**config.mk**
```make
export PLATFORM = sky130hd
export DESIGN_NAME = prog_loader
export DESIGN_NICKNAME = d
export VERILOG_FILES = /design/src/rtl/prog_loader.sv
export SDC_FILE = /design/constraint.sdc
export NUM_CORES = 1
export LEC_CHECK = 0
export CELL_PAD_IN_SITES_DETAIL_PLACEMENT = 0
export CELL_PAD_IN_SITES_GLOBAL_PLACEMENT = 2
export CORE_MARGIN = 2
export CORE_UTILIZATION = 37
export DETAILED_ROUTE_END_ITERATION = 6
export GPL_TIMING_DRIVEN = 0
export PLACE_DENSITY_LB_ADDON = 0.05
export SETUP_SLACK_MARGIN = 0.05
export SLEW_MARGIN = 5
export SYNTH_ARGS = -nofsm -noshare
export SYNTH_HDL_FRONTEND = slang
export SYNTH_SLANG_ARGS = --single-unit
export TNS_END_PERCENT = 50
```
**constraint.sdc**
```tcl
create_clock -name clk -period 5.2 [get_ports clk]
set_input_delay 1.04 -clock clk [delete_from_list [all_inputs] [get_ports clk]]
set_output_delay 1.04 -clock clk [all_outputs]
set_load 0.02 [all_outputs]
```
**src/rtl/prog_loader.sv**
```systemverilog
// Serial program loader: receives a length-prefixed, checksummed byte stream and
// writes 32-bit instruction words into memory while holding the processor in reset.
module prog_loader #(
   parameter int ADDR_W = 10
) (
   input  logic              clk,
   input  logic              rst,
   input  logic              start,
   input  logic              in_valid,
   input  logic [7:0]        in_data,
   output logic              in_ready,
   output logic              mem_we,
   output logic [ADDR_W-1:0] mem_addr,
   output logic [31:0]       mem_wdata,
   output logic              proc_hold,
   output logic              done,
   output logic              error
);

   localparam int          DEPTH   = 2 ** ADDR_W;
   localparam logic [16:0] DEPTH_L = 17'(DEPTH);

   typedef enum logic [2:0] {
      IDLE,
      LEN_HI,
      LEN_LO,
      DATA,
      CHK,
      DONE,
      ERR
   } state_t;

   state_t              state_q, state_d;
   logic [15:0]         len_q, len_d;
   logic [ADDR_W-1:0]   widx_q, widx_d;
   logic [1:0]          bidx_q, bidx_d;
   logic [23:0]         asm_q, asm_d;
   logic [7:0]          csum_q, csum_d;
   logic                mem_we_q, mem_we_d;
   logic [ADDR_W-1:0]   mem_addr_q, mem_addr_d;
   logic [31:0]         mem_wdata_q, mem_wdata_d;
   logic                accept;
   logic [15:0]         len_new;
   logic                len_ok;
   logic                last_word;

   always_ff @(posedge clk or posedge rst) begin
      if (rst) begin
         state_q     <= IDLE;
         len_q       <= '0;
         widx_q      <= '0;
         bidx_q      <= '0;
         asm_q       <= '0;
         csum_q      <= '0;
         mem_we_q    <= 1'b0;
         mem_addr_q  <= '0;
         mem_wdata_q <= '0;
      end else begin
         state_q     <= state_d;
         len_q       <= len_d;
         widx_q      <= widx_d;
         bidx_q      <= bidx_d;
         asm_q       <= asm_d;
         csum_q      <= csum_d;
         mem_we_q    <= mem_we_d;
         mem_addr_q  <= mem_addr_d;
         mem_wdata_q <= mem_wdata_d;
      end
   end

   always_comb begin
      state_d     = state_q;
      len_d       = len_q;
      widx_d      = widx_q;
      bidx_d      = bidx_q;
      asm_d       = asm_q;
      csum_d      = csum_q;
      mem_we_d    = 1'b0;
      mem_addr_d  = mem_addr_q;
      mem_wdata_d = mem_wdata_q;

      in_ready  = (state_q == LEN_HI) || (state_q == LEN_LO) ||
                  (state_q == DATA)   || (state_q == CHK);
      accept    = in_valid && in_ready;
      len_new   = {len_q[15:8], in_data};
      len_ok    = (len_new != 16'd0) && ({1'b0, len_new} <= DEPTH_L);
      // Word count never exceeds DEPTH, so N-1 always fits in the address width.
      last_word = (widx_q == ADDR_W'(len_q - 16'd1));

      case (state_q)
         IDLE, DONE, ERR: begin
            if (start) begin
               state_d = LEN_HI;
               widx_d  = '0;
               bidx_d  = '0;
               csum_d  = '0;
            end
         end
         LEN_HI: begin
            if (accept) begin
               len_d[15:8] = in_data;
               state_d     = LEN_LO;
            end
         end
         LEN_LO: begin
            if (accept) begin
               len_d[7:0] = in_data;
               state_d    = len_ok ? DATA : ERR;
            end
         end
         DATA: begin
            if (accept) begin
               asm_d  = {asm_q[15:0], in_data};
               csum_d = csum_q ^ in_data;
               bidx_d = bidx_q + 2'd1;
               // Fourth byte completes the word; the write is presented next cycle.
               if (bidx_q == 2'd3) begin
                  mem_we_d    = 1'b1;
                  mem_addr_d  = widx_q;
                  mem_wdata_d = {asm_q, in_data};
                  widx_d      = widx_q + 1'b1;
                  if (last_word) begin
                     state_d = CHK;
                  end
               end
            end
         end
         CHK: begin
            if (accept) begin
               state_d = (in_data == csum_q) ? DONE : ERR;
            end
         end
         default: state_d = IDLE;
      endcase
   end

   assign mem_we    = mem_we_q;
   assign mem_addr  = mem_addr_q;
   assign mem_wdata = mem_wdata_q;
   assign done      = (state_q == DONE);
   assign error     = (state_q == ERR);
   assign proc_hold = (state_q != DONE);

endmodule

```
# [After elaboration in Yosys (flattened, before gate mapping)]
# Index checks and enable logic that the tools add are counted.
[totals] romBits=0 out_inout_bits=47 mem_bits_rw=0 in_bits=12 wordCells=71 memories=0 ff_bits=106 latchBits=0
[classes] eq_ne=17 n_div=0 shift=0 n_reduce_logical=16 n_bitwise=1 n_addsub=3 order_cmp=1 muxes=23 n_mul=0
[ops] operator="10-bit 2-to-1 mux" n=3
[ops] operator="3-bit 2-to-1 mux" n=8
[ops] operator="10-bit case mux with 2 select lines" n=1
[ops] operator="16-bit by 11-bit less-or-equal comparator with 1-bit output, second input constant" n=1
[ops] operator="8-bit 2-to-1 mux" n=2
[ops] operator="8-bit case mux with 2 select lines" n=1
[ops] operator="16-bit nonzero test" n=1
[ops] operator="3-bit case mux with 5 select lines" n=1
[ops] operator="2-bit inequality test, second input constant" n=6
[ops] operator="10-bit by 1-bit adder with 10-bit output, second input constant" n=1
[ops] operator="10-bit equality test" n=1
[ops] operator="10-bit by 1-bit subtractor with 10-bit output, second input constant" n=1
[ops] operator="3-bit equality test, second input constant" n=3
[ops] operator="8-bit equality test" n=1
[ops] operator="8-bit XOR" n=1
[ops] operator="7-bit AND reduction" n=1
[ops] operator="3-bit by 2-bit equality test with 1-bit output, second input constant" n=2
[ops] operator="2-bit 2-to-1 mux" n=3
[ops] operator="2-bit AND reduction" n=3
[ops] operator="3-bit AND reduction" n=2
[ops] operator="2-bit case mux with 2 select lines" n=1
[ops] operator="4-bit AND reduction" n=1
[ops] operator="3-bit by 1-bit equality test with 1-bit output, second input constant" n=1
[ops] operator="3-bit zero test" n=1
[ops] operator="other kinds (9)" n=14

# [Longest topological paths before layout]
# Gate-level depths: netlist of run 1.
[logic_depth] word_depth=7 mapped_depth=9 ltp_nobuf=8

# [Worst setup path before layout of run 1]
# OpenSTA, ideal clock, no wires.
[synth_timing] path_kind="input to register" from="in in_valid" to="reg widx_q[8]" t_required_ns=5.068 arrival_ns=2.375 path_slack_ns=2.693 setup_time_ns=0.132 cell_stages=9 path_buffers=2 path_cell_list="clkbuf_1 > and4b_1 > buf_2 > nand2_1 > inv_2 > and3_1 > nand4_1 > xor2_1 > nor2_1"
[synth_via] elab_chain_cells=3
[synth_lines] element="start: declaration" line="9" rtl="input logic in_valid,"
[synth_lines] element="1-bit logical AND" line="84" rtl="accept = in_valid && in_ready;"
[synth_lines] element="2-bit inequality test (no line)"
[synth_lines] element="4-bit AND reduction (no line)"
[synth_lines] element="end signal: assignment" line="61" rtl="widx_q <= widx_d;"
[synth_lines] element="end: declaration" line="35" rtl="logic [ADDR_W-1:0] widx_q, widx_d;"
# Every way passes these cells.
# A chain may end at the register's enable or synchronous reset.

# [Final worst setup path of run 1]
[layout_timing] from="reg state_q[1]" to="out error"
[layout_via] elab_chain_cells=1
[layout_lines] element="start: declaration" line="33" rtl="state_t state_q, state_d;"
[layout_lines] element="start signal: assignment" line="59" rtl="state_q <= state_d;"
[layout_lines] element="3-bit equality test" line="141" rtl="assign error = (state_q == ERR);"
[layout_lines] element="end: declaration" line="17" rtl="output logic error"
# Every way passes these cells.

==> results of run 1 <==
-- power by group --
group	leakage (µW)	switching, µW	internal (µW)	total (µW)
clock	0.000133	312	339	651
combinational	0.00128	762	632	1390
sequential	0.00139	246	1150	1390
-- flip-flops by register name, indices dropped and copies added (netlist names) --
signal	flops
csum_q	8
bidx_q	2
mem_addr	10
mem_wdata	32
len_q	16
asm_q	24
widx_q	10
mem_we	1
state_q	3
-- kinds of logic (layout without fill, tap and decap cells) --
group | count (synthesis) | after routing | share of synthesized area [%]
compound gates | 56 | 56 | 7.46
xor+xnor | 28 | 28 | 5.01
fa+ha+maj | 3 | 3 | 0.766
buf+inv | 40 | 110 | 3.35
flops | 106 | 106 | 54.1
mux | 15 | 15 | 3.42
simple gates | 290 | 290 | 25.9
-- cell usage after synthesis (2+ instances only) --
cell / n / area share (%)
a21boi_0: 2 / 0.31
a21oi_1: 8 / 0.82
a41oi_1: 2 / 0.36
and3_1: 3 / 0.38
buf_2: 4 / 0.41
clkbuf_1: 25 / 1.9
dfrtp_1: 106 / 54
ha_1: 3 / 0.77
inv_1: 8 / 0.61
mux2_2: 14 / 3.2
nand2_1: 217 / 17
nand2b_1: 6 / 0.77
nand3_1: 3 / 0.31
nand3b_1: 3 / 0.46
nand4_1: 5 / 0.64
nor2_1: 22 / 1.7
nor3_1: 7 / 0.71
nor4_1: 5 / 0.64
nor4b_1: 2 / 0.36
o211ai_1: 4 / 0.61
o21a_1: 3 / 0.46
o21ai_0: 26 / 2.7
o21bai_1: 2 / 0.31
o41ai_2: 2 / 0.66
or3_1: 2 / 0.26
or3_2: 2 / 0.31
xnor2_1: 20 / 3.6
xor2_1: 8 / 1.4
-- through the flow --
step / setup WS, ns / TNS, ns
floorplan: 1.37 / 0
global placement: -0.358 / -37.25
detailed placement: 1.95 / 0
CTS: 1.88 / 0
global route: 1.75 / 0
finish: 1.88 / 0
-- critical path: stages, from the launching register on --
cell and delay, ns:
dfrtp_1 0.38, clkbuf_1 0.37, clkbuf_1 0.35, and3_1 0.22, clkdlybuf4s50_1 0.60
-- final cells by class --
cell class	instances	area, µm²
fill	1293	7130
sequential	106	2650
multi-input combinational	392	2080
timing repair buffer	54	558
clock buffer	12	246
tap	176	220
buffer	31	130
inverter	9	38.8
clock inverter	4	26.3
-- per-layer routing --
layer	up-vias	GRT usage [%]	share of wire [%]
met1	1836	24.9	48
met4	0	6.99	1.8
met5	-	0	0
li1	1879	-	-
met3	12	2.44	1.9
met2	35	29.2	48
-- path summary, 6_finish.rpt --
path | startpoint | to | slack, ns | cells past startpoint
worst min register to register | mem_addr[3] | mem_addr[3] | 0.47 | 2
min in group asynchronous | rst | mem_addr[5] | 0.98 | 2
worst max-delay path | state_q[1] | error | 1.88 | 4
worst min-delay path | mem_addr[3] | mem_addr[3] | 0.47 | 2
worst max register to register | state_q[1] | csum_q[4] | 2.54 | 7
max in group asynchronous | rst | asm_q[9] | 3.51 | 3
==> metrics.cfg, run 1 <==
[floorplanning]
rows = 42
start_util_pct = 37.4
dieArea_um2 = 14200
die_x_um = 119
core-area_um2 = 13100
die_h_um = 119
io_pins = 59

[cts]
cts_buffer_depth = 2
post_cts_buffers = 0
path_clk_slew_ns = 0.07
cts_buffers = 9
insertion_delay_ns = 0.35
cts.htree.levels = 3
clkSinkCount = 106
cts_tree = yes
cts_hold_buf = 0
cts_root_buf = clkbuf_16
post_cts_resized = 0

[setup_path]
crit_fanout = 10
cp.arrival_ns = 2.28
crit_type = flip-flop to output pin
start_kind = flip-flop
end_kind = output pin
required_ns = 4.16

[sta]
fin_skew_ns = 0.00481
tightest_slew_ns = 0.981
setup_viol = 0
finalCritPeriodShare_pct = 63.8
hold_ws_ns = 0.472
hold_viol = 0
rsz0062_at_grt = false
fmax_mhz = 302
layout_min_cycle_time_ns = 3.32
max-slew-margin-rel_pct = 34.5
slew_viol_final = 0

[placement]
dpl.hpwl_um = 8120
placed_cells = 768
io_buffers = 53
gp_congestion = 0.815
placed_cell_area_um2 = 5680

[synth]
synth_area_um2 = 4900
syn_inst = 538
synth_edf_count = 0
async_flop_share_pct = 100
ys_seq_area_share_pct = 54.1
ys_types = 52
syn_nets = 553
ys_ff_latch = 106
syn_area_per_cell_um2 = 9.11
yosysWarningCount = 0
synth_ff_type = dfrtp_1

[cells_and_area]
num-nets-final = 618
antenna_cells = 0
drive_above_1_share_pct = 8.22
fin_cells = 784
finalInstanceArea_um2 = 5960
final_util_pct = 45.5
final_common_cell = nand2_1
final_cell_mix = 217 x nand2_1, 106 x dfrtp_1, 53 x clkdlybuf4s50_1, 27 x clkbuf_1, 26 x o21ai_0
area_growth_pct = 21.6

[grt]
grtUsageTotal_pct = 18.1
grt_first_pass_wirelength_um = 20200
grt_max_degree = 92
grt_remaining_overflow = 0
first_global_vias = 3892
grt_antenna_before_repair = 0

[route]
drc_errors = 0
drt_iter0_drc = 171
vias_per_cell = 4.80
postRouteAntennaNets = 0
drt_wl_total_um = 11900
post_drt_wl_per_cell_um = 15.2
vias = 3762
dr.pass1.iters = 4

[power]
finalPower_uw = 3440
leakage_uw = 0.00280
ir_worst_vdd_v = 0.000212
powerDensity_nw_per_um2 = 577

[job]
maxCapViolations = 0

[hold_path]
hp-class = flip-flop to flip-flop

[outcome]
status = complete, no violations

Note: power is estimated with default switching activity, not from simulation.
==> run 2, diff against run 1 <==
Settings changed: CORE_UTILIZATION 37 to 34.
Clock period 5.2 ns to 3.1 ns, I/O delays scaled along.
==> metrics.cfg, run 2 (synthesis results as in run 1) <==
[outcome]
status = complete, no violations

[power]
powerDensity_nw_per_um2 = 974
ir_worst_vdd_v = 0.000485
leakage_uw = 0.00283

[placement]
gp_congestion = 0.803
placed_cells = 774
placed_cell_area_um2 = 5730
dpl.hpwl_um = 8690
io_buffers = 53

[floorplanning]
dieArea_um2 = 15400
die_x_um = 124
core-area_um2 = 14000
start_util_pct = 35.0
io_pins = 59
rows = 43
die_h_um = 124

[job]
maxCapViolations = 0

[setup_path]
required_ns = 2.48
crit_top_cell = clkbuf_1
worstReg2RegStart = len_q[0]
path_cells = clkbuf_1, clkbuf_1, and3_1, clkdlybuf4s50_1
cp.arrival_ns = 2.19
r2r_cells = 9
max_stage_delay_ns = 0.60
crit_start = state_q[1]
slowest_stage = clkdlybuf4s50_1
crit_fanout = 10
end_kind = output pin
crit_type = flip-flop to output pin
start_kind = flip-flop

[cts]
cts_tree = yes
cts.htree.levels = 3
post_cts_buffers = 0
cts_buffers = 9
path_clk_slew_ns = 0.08
post_cts_resized = 0
cts_buffer_depth = 2
cts_root_buf = clkbuf_16
insertion_delay_ns = 0.35
clkSinkCount = 106
cts_hold_buf = 0

[route]
vias = 3850
postRouteAntennaNets = 0
drc_errors = 0
vias_per_cell = 4.88
drt_iter0_drc = 252
drt_wl_total_um = 12200
post_drt_wl_per_cell_um = 15.5
dr.pass1.iters = 4

[cells_and_area]
antenna_cells = 0
final_cell_mix = 217 x nand2_1, 106 x dfrtp_1, 53 x clkdlybuf4s50_1, 26 x o21ai_0, 25 x clkbuf_1
drive_above_1_share_pct = 8.70
largest_reg_flops = 32
num-nets-final = 620
area_growth_pct = 23.0
fin_cells = 789
finalInstanceArea_um2 = 6030
final_common_cell = nand2_1

[sta]
hold_viol = 0
finalCritPeriodShare_pct = 90.6
setup_viol = 0
tns_ns = 0
fmax_mhz = 356
layout_min_cycle_time_ns = 2.81
slew_viol_final = 0
fin_skew_ns = 0.0116
tightest_slew_ns = 0.976
max-slew-margin-rel_pct = 34.8
rsz0062_at_grt = false

[grt]
grt_remaining_overflow = 0
grtUsageTotal_pct = 17.1
grt_antenna_before_repair = 0
first_global_vias = 3662
grt_first_pass_wirelength_um = 19800
grt_max_degree = 37

[hold_path]
min_from = mem_wdata[26]
hp-class = flip-flop to flip-flop
whs_path_depth = 2

-- run 2: where the power goes --
part,total [µW],switching (µW),leakage (µW),internal (µW)
combinational,2360,1300,0.00130,1060
clock,1170,539,0.000140,633
sequential,2340,418,0.00139,1920
-- run 2: worst max-delay path: cells and delay by family (launching register included) --
family	cells	cell delay, ns
buffers and inverters	3	1.28
flip-flops	1	0.35
AND/OR/NAND/NOR	1	0.22
-- run 2: area by class of cell --
type / count / area [µm²]
plain buffers: 31 / 130
clock buffers: 9 / 225
clock inverters: 6 / 73.8
fillers: 1422 / 7960
inverters: 9 / 37.5
multi-input cells: 392 / 2080
flip-flops and latches: 106 / 2650
well taps: 180 / 225
repair buffers: 56 / 598
-- run 2: metal layers --
layer,share of wire [%],track usage (%),vias to the layer above
met5,0,0,-
met1,48,23.7,1882
met2,48,27.2,74
met4,0.90,3.93,0
li1,-,-,1886
met3,3.7,4.30,8
-- run 2: final timing paths --
kind,to,slack [ns]
hold / removal,mem_wdata[26],0.48
hold reg to reg,mem_wdata[26],0.48
setup / recovery,error,0.29
min in group asynchronous,mem_addr[2],0.73
setup reg to reg,state_q[1],0.44
max in group asynchronous,mem_wdata[24],1.67
-- run 2: stage by stage --
step / hold slack [ns] / utilization (%) / setup WS (ns) / power (µW)
5_1_grt: 0.496 / 43.1 / 0.149 / 6320
2_1_floorplan: 0.439 / - / 0.905 / 3860
3_5_place_dp: 0.461 / 40.9 / 0.386 / 4740
3_3_place_gp: 0.454 / 40.5 / 0.0231 / 4690
6_report: 0.476 / 43.1 / 0.293 / 5870
4_1_cts: 0.483 / 43.1 / 0.281 / 5950
